$ cat config.mk
export PLATFORM = sky130hd
export DESIGN_NAME = byte_packer_sv
export DESIGN_NICKNAME = d
export VERILOG_FILES = /design/src/rtl/byte_packer_sv.sv
export SDC_FILE = /design/constraint.sdc
export NUM_CORES = 1
export LEC_CHECK = 0
export ABC_AREA = 1
export CORE_MARGIN = 3
export CORE_UTILIZATION = 40
export CTS_CLUSTER_SIZE = 30
export DETAILED_ROUTE_END_ITERATION = 6
export GPL_TIMING_DRIVEN = 0
export PLACE_DENSITY = 0.6
export SYNTH_ARGS = -nofsm -noshare
export SYNTH_HDL_FRONTEND = slang
export SYNTH_SLANG_ARGS = --single-unit
$ cat constraint.sdc
create_clock -name clk -period 3.3 [get_ports clk]
set_input_delay 0.33 -clock clk [delete_from_list [all_inputs] [get_ports clk]]
set_output_delay 0.33 -clock clk [all_outputs]
set_load 0.01 [all_outputs]
$ cat src/rtl/byte_packer_sv.sv
// byte_packer_sv: packs a little-endian stream of bytes into BYTES*8-bit words.
// A flush emits a partially filled word with zeros above the last valid byte.
module byte_packer_sv #(
  parameter int unsigned BYTES = 4,
  parameter int unsigned CW    = $clog2(BYTES + 1)
) (
  input  logic               clk,
  input  logic               reset,
  input  logic [7:0]         in_data,
  input  logic               in_valid,
  output logic               in_ready,
  input  logic               flush,
  output logic [BYTES*8-1:0] out_data,
  output logic [CW-1:0]      out_bytes,
  output logic               out_valid,
  input  logic               out_ready
);

  localparam int unsigned W = BYTES * 8;

  typedef enum logic {FILL, FULL} state_t;

  state_t        state, state_nx;
  logic [CW-1:0] cnt;
  logic [W-1:0]  acc;
  logic [W-1:0]  merged;
  logic          byte_hs;
  logic          word_hs;
  logic          flush_eff;
  logic          emit;

  // State register
  always_ff @(posedge clk) begin
    if (reset) state <= FILL;
    else       state <= state_nx;
  end

  // Next state: a completing word wins over retiring the held one
  always_comb begin
    state_nx = state;
    if (emit)         state_nx = FULL;
    else if (word_hs) state_nx = FILL;
  end

  // Outputs: a held word blocks input unless it retires this cycle
  always_comb begin
    out_valid = (state == FULL);
    in_ready  = !out_valid || out_ready;
  end

  // Handshakes, emit decision and accumulator with the incoming byte merged in.
  // acc is zero above cnt, so merged is directly usable as a flushed word.
  always_comb begin
    byte_hs   = in_valid && in_ready;
    word_hs   = out_valid && out_ready;
    flush_eff = flush && in_ready;
    emit      = (byte_hs && (cnt == CW'(BYTES - 1))) ||
                (flush_eff && (byte_hs || (cnt != '0)));
    merged    = acc;
    for (int unsigned i = 0; i < BYTES; i++) begin
      if (byte_hs && (cnt == CW'(i))) merged[i*8 +: 8] = in_data;
    end
  end

  // Datapath: fill counter, accumulator and held output word
  always_ff @(posedge clk) begin
    if (reset) begin
      cnt       <= '0;
      acc       <= '0;
      out_data  <= '0;
      out_bytes <= '0;
    end else if (emit) begin
      out_data  <= merged;
      out_bytes <= byte_hs ? cnt + CW'(1) : cnt;
      cnt       <= '0;
      acc       <= '0;
    end else if (byte_hs) begin
      acc <= merged;
      cnt <= cnt + CW'(1);
    end
  end

endmodule
* Word-level counts from Yosys, hierarchy flattened *
Cells that the tools add are included.

cells by class
  add/subtract/negate cells = 1
  multiply operators = 0
  divide/modulo/power cells = 0
  $lt $le $gt $ge = 0
  equal/unequal tests = 3
  shifts and indexed selects = 0
  multiplexer cells = 7
  bitwise logic cells = 0
  reduce and logical (&&, ||, !) cells = 16

operator list
  cell                   count
  $mux W8                4
  $logic_and A1 B1 Y1    8
  $eq A3 B2 Y1 const B   2
  $add A3 B1 Y3 const B  1
  $eq A3 B1 Y1 const B   1
  $logic_not A3 Y1       1
  $logic_or A1 B1 Y1     3
  $mux W3                1
  $reduce_bool A3 Y1     1
  $mux W1                2
  $reduce_bool A2 Y1     1
  $reduce_or A2 Y1       1
  $logic_not A1 Y1       1

storage, ports and cells
  bits in registers = 71
  latch bits = 0
  memory bits (writable) = 0
  bits in read-only memories = 0
  input port bits = 13
  output and inout bits = 37
  logic and storage cells = 32
  memories = 0

* Logic depth before layout (Yosys ltp) *
  depth after elaboration = 7
  gate-level depth with buffers = 10
  depth with buffers taken out = 10

* Worst setup path after synthesis *
OpenSTA, ideal clock, no wires.

  path type = flip-flop to flip-flop
  from = reg cnt[0]
  to = reg cnt[0]
  setup time = 0.062 ns
  data arrival time = 1.532 ns
  required time = 3.238 ns
  slack = 1.706 ns
  stages on the path, launching flop included = 10
  buffers on the path = 2
  clock period less this slack = 1.594 ns
  cells stage by stage = dfxtp_1 -> ha_1 -> ha_1 -> buf_2 -> nand3_2 -> inv_2 -> nor2_4 -> nand2_4 -> buf_6 -> nor2_2

between the ends
  word-level cells in the longest chain between the ends = 5
  elaborated cells between the ends (all ways) = 9
  those cells by class = 1 x add/sub; 1 x eq/ne; 1 x mux; 6 x reduce/logical

ends and longest elaborated chain
  item                                                                   RTL line  source
  start, declared                                                        24        logic [CW-1:0] cnt;
  start signal, assigned                                                 79        cnt <= cnt + CW'(1);
  parallel branches: the longest is 5 deep, another holds $add A3 B1 Y3  n/a

Parallel ways; which one is timed is not known.
A chain may end at the register's enable or synchronous reset.

* Worst setup path after layout *
  from = in out_ready
  to = out in_ready

between the ends
  word-level cells in the longest chain between the ends = 1

ends and longest elaborated chain
  item                RTL line  source
  start, declared     16        input logic out_ready
  $logic_or A1 B1 Y1  48        in_ready = !out_valid || out_ready;
  end, declared       11        output logic in_ready,

Every way passes these cells.

==> flow_summary.toml <==
[layout]
syn_to_final_growth_pct = 23.54
finish.utilization = 0.5130
final_common_cell = "nand2_1"
final_cell_area_um2 = 4005
drive_gt1_frac = 0.1023
layout_common_cells = "nand2_1, nor2_1, dfxtp_1"
antenna_cells = 0
nNetsFinal = 543

[timing]
rsz0062_at_grt = "false"
max_freq_ghz = 0.4252
layout_setup_ws_ns = 0.9479
fin_tns_setup_ns = 0
slew_headroom = 0.6466
slew_violations = 0
hold_viol_final = 0
layout_min_cycle_time_ns = 2.352
fin_crit_sh = 0.7128
fin_skew_ns = 0.009913
max_slew.worst_pin.slew_ns = 0.5302
setup_violations = 0

[synth]
ys_ff_latch = 71
yosys_warnings = 0
synth.distinct_cells = 21
synth_fp_nets = 483
syn_area_um2 = 3242
synth_top_area_frac = 0.4384
avgSynthCellArea_um2 = 6.972
synth_area_leader_cell = "dfxtp_1"
yosysSeqAreaShare = 0.4384
synthTopCellsByArea = "dfxtp_1, nand2_1, nor2_1, nand4_1, inv_1"
synth_cells = 465

[worst_setup_path]
reg2regPathDepth = 9
cp.arrival_ns = 2.02
required_ns = 2.97
r2r-end = "acc[25]$_SDFFE_PP0P_"
r2r_slack_ns = 1.40
r2r-start = "cnt[0]$_SDFF_PP0_"
startpoint_type = "input pin"
cp_max_fo = 10
crit_type = "in2out"
endpoint_kind = "primary output"

[global_routing]
grt_max_degree = 11
grt.total_usage = 0.1827
grt.overflow.total = 0
antenna_found_initial = 0
grt_pass1_wl_mm = 12.88
grt_pass1_vias = 2683

[floorplan]
io_pins = 50
die-height_um = 96.03
coreArea_um2 = 7807
die_area_um2 = 9221
start_util = 0.4152
row_count = 32
die_x_um = 96.03

[power]
ir_worst_vdd_mv = 0.2383
cellPowerDensity_nw_per_um2 = 449.7
leakagePower_nw = 1.830

[routing]
first_iter_violations = 146
drt-total-wl_mm = 7.845
firstDrtPassIters = 4
wire_per_inst_um = 12.45
avgViaCountPerCell = 4.681
drcViolationCount = 0
vias = 2949
ant_nets = 0

[clocking]
clockBufferDepth = 2
cts_tree = "built"
cts_sinks = 71
hold_buffers = 0
ctsHtreeMaxLevel = 3
clk_pin_slew_ns = 0.07
clock_latency_ns = 0.34
cts_inserted_buffers = 9
post_cts_buffers = 0
cts_root_buffer = "clkbuf_8"
cts_resized = 0

[run]
maxCapViolations = 0

[worst_hold_path]
whs_path_depth = 2
hp-class = "reg2reg"
worstHoldEndpoint = "out_data[27]$_SDFFE_PP0P_"
hp-start = "out_data[27]$_SDFFE_PP0P_"

[place]
place_area_um2 = 3860
routabilityCongestion = 0.8252
dp_hpwl_mm = 5.654
placement.setup.worst_slack_ns = 0.9457
portBuffers = 49

[status]
status = "complete, no violations"
## report_power, final
part | leakage (nW) | total (mW) | internal [mW] | switching [mW]
clock network | 0.0761 | 0.557 | 0.263 | 0.294
logic | 1.18 | 0.328 | 0.141 | 0.187
registers | 0.578 | 0.915 | 0.897 | 0.0183
## cells by family (layout without fill, tap and decap cells)
| kind of cell | Yosys count | count (layout) | share of synthesized area |
|---|---|---|---|
| buffers and inverters | 99 | 162 | 0.1362 |
| AOI/OAI and AO/OA | 2 | 2 | 0.003085 |
| adders and majority gates | 5 | 5 | 0.01930 |
| DFF | 71 | 71 | 0.4384 |
| and+or+nand+nor | 288 | 288 | 0.4029 |
## worst max-delay path: stages
cell and delay, ns:
clkdlybuf4s50_1 0.48, inv_2 0.05, nand2_2 0.11, buf_2 0.23, buf_2 0.24, clkdlybuf4s50_1 0.57
## sequential cells by signal, indices dropped and copies added, names as in the netlist
register   cells
out_data      32
out_valid      1
acc           32
out_bytes      3
cnt            3
## cells in the mapped netlist (all sizes together)
master / count
dfxtp: 71
a21oi: 1
o21ai: 1
nand2: 115
nand3: 41
ha: 5
clkbuf: 5
nor3b: 1
nor2: 89
buf: 23
nand4: 42
inv: 71
## through the flow
stage | hold slack (ns) | total power, mW | instances
finish | 0.4768 | 1.801 | 630
global route | 0.4946 | 1.892 | 630
CTS | 0.4785 | 1.817 | 630
detailed placement | 0.4655 | 1.266 | 616
global placement | 0.4673 | 1.261 | 616
floorplan | 0.4061 | 1.136 | 465
## area by class of cell
type | instances | area (um^2)
Fill cell | 820 | 3802
Clock buffer | 12 | 135.1
Clock inverter | 2 | 10.01
Multi-Input combinational cell | 295 | 1379
Tap cell | 102 | 127.6
Timing Repair Buffer | 49 | 490.5
Inverter | 71 | 266.5
Sequential cell | 71 | 1421
Buffer | 28 | 175.2
## metal layers
layer  track usage  up-vias  part of all wire
met5             0        -                 0
met4       0.07227        0             0.016
met3       0.02971       12             0.043
met2        0.2915       65              0.46
met1        0.2455     1317              0.48
li1              -     1555                 -
## worst max-delay path by stage
stage                        endpoint              start  depth (start not counted)  slack, ns
global placement             in_ready          out_ready                          6       0.97
floorplan           cnt[0]$_SDFF_PP0_  cnt[0]$_SDFF_PP0_                          9       1.71
finish                       in_ready          out_ready                          6       0.95
CTS                          in_ready          out_ready                          6       0.95
detailed placement           in_ready          out_ready                          6       0.95
global route                 in_ready          out_ready                          6       0.87
Power figures use the tool's default switching activity.
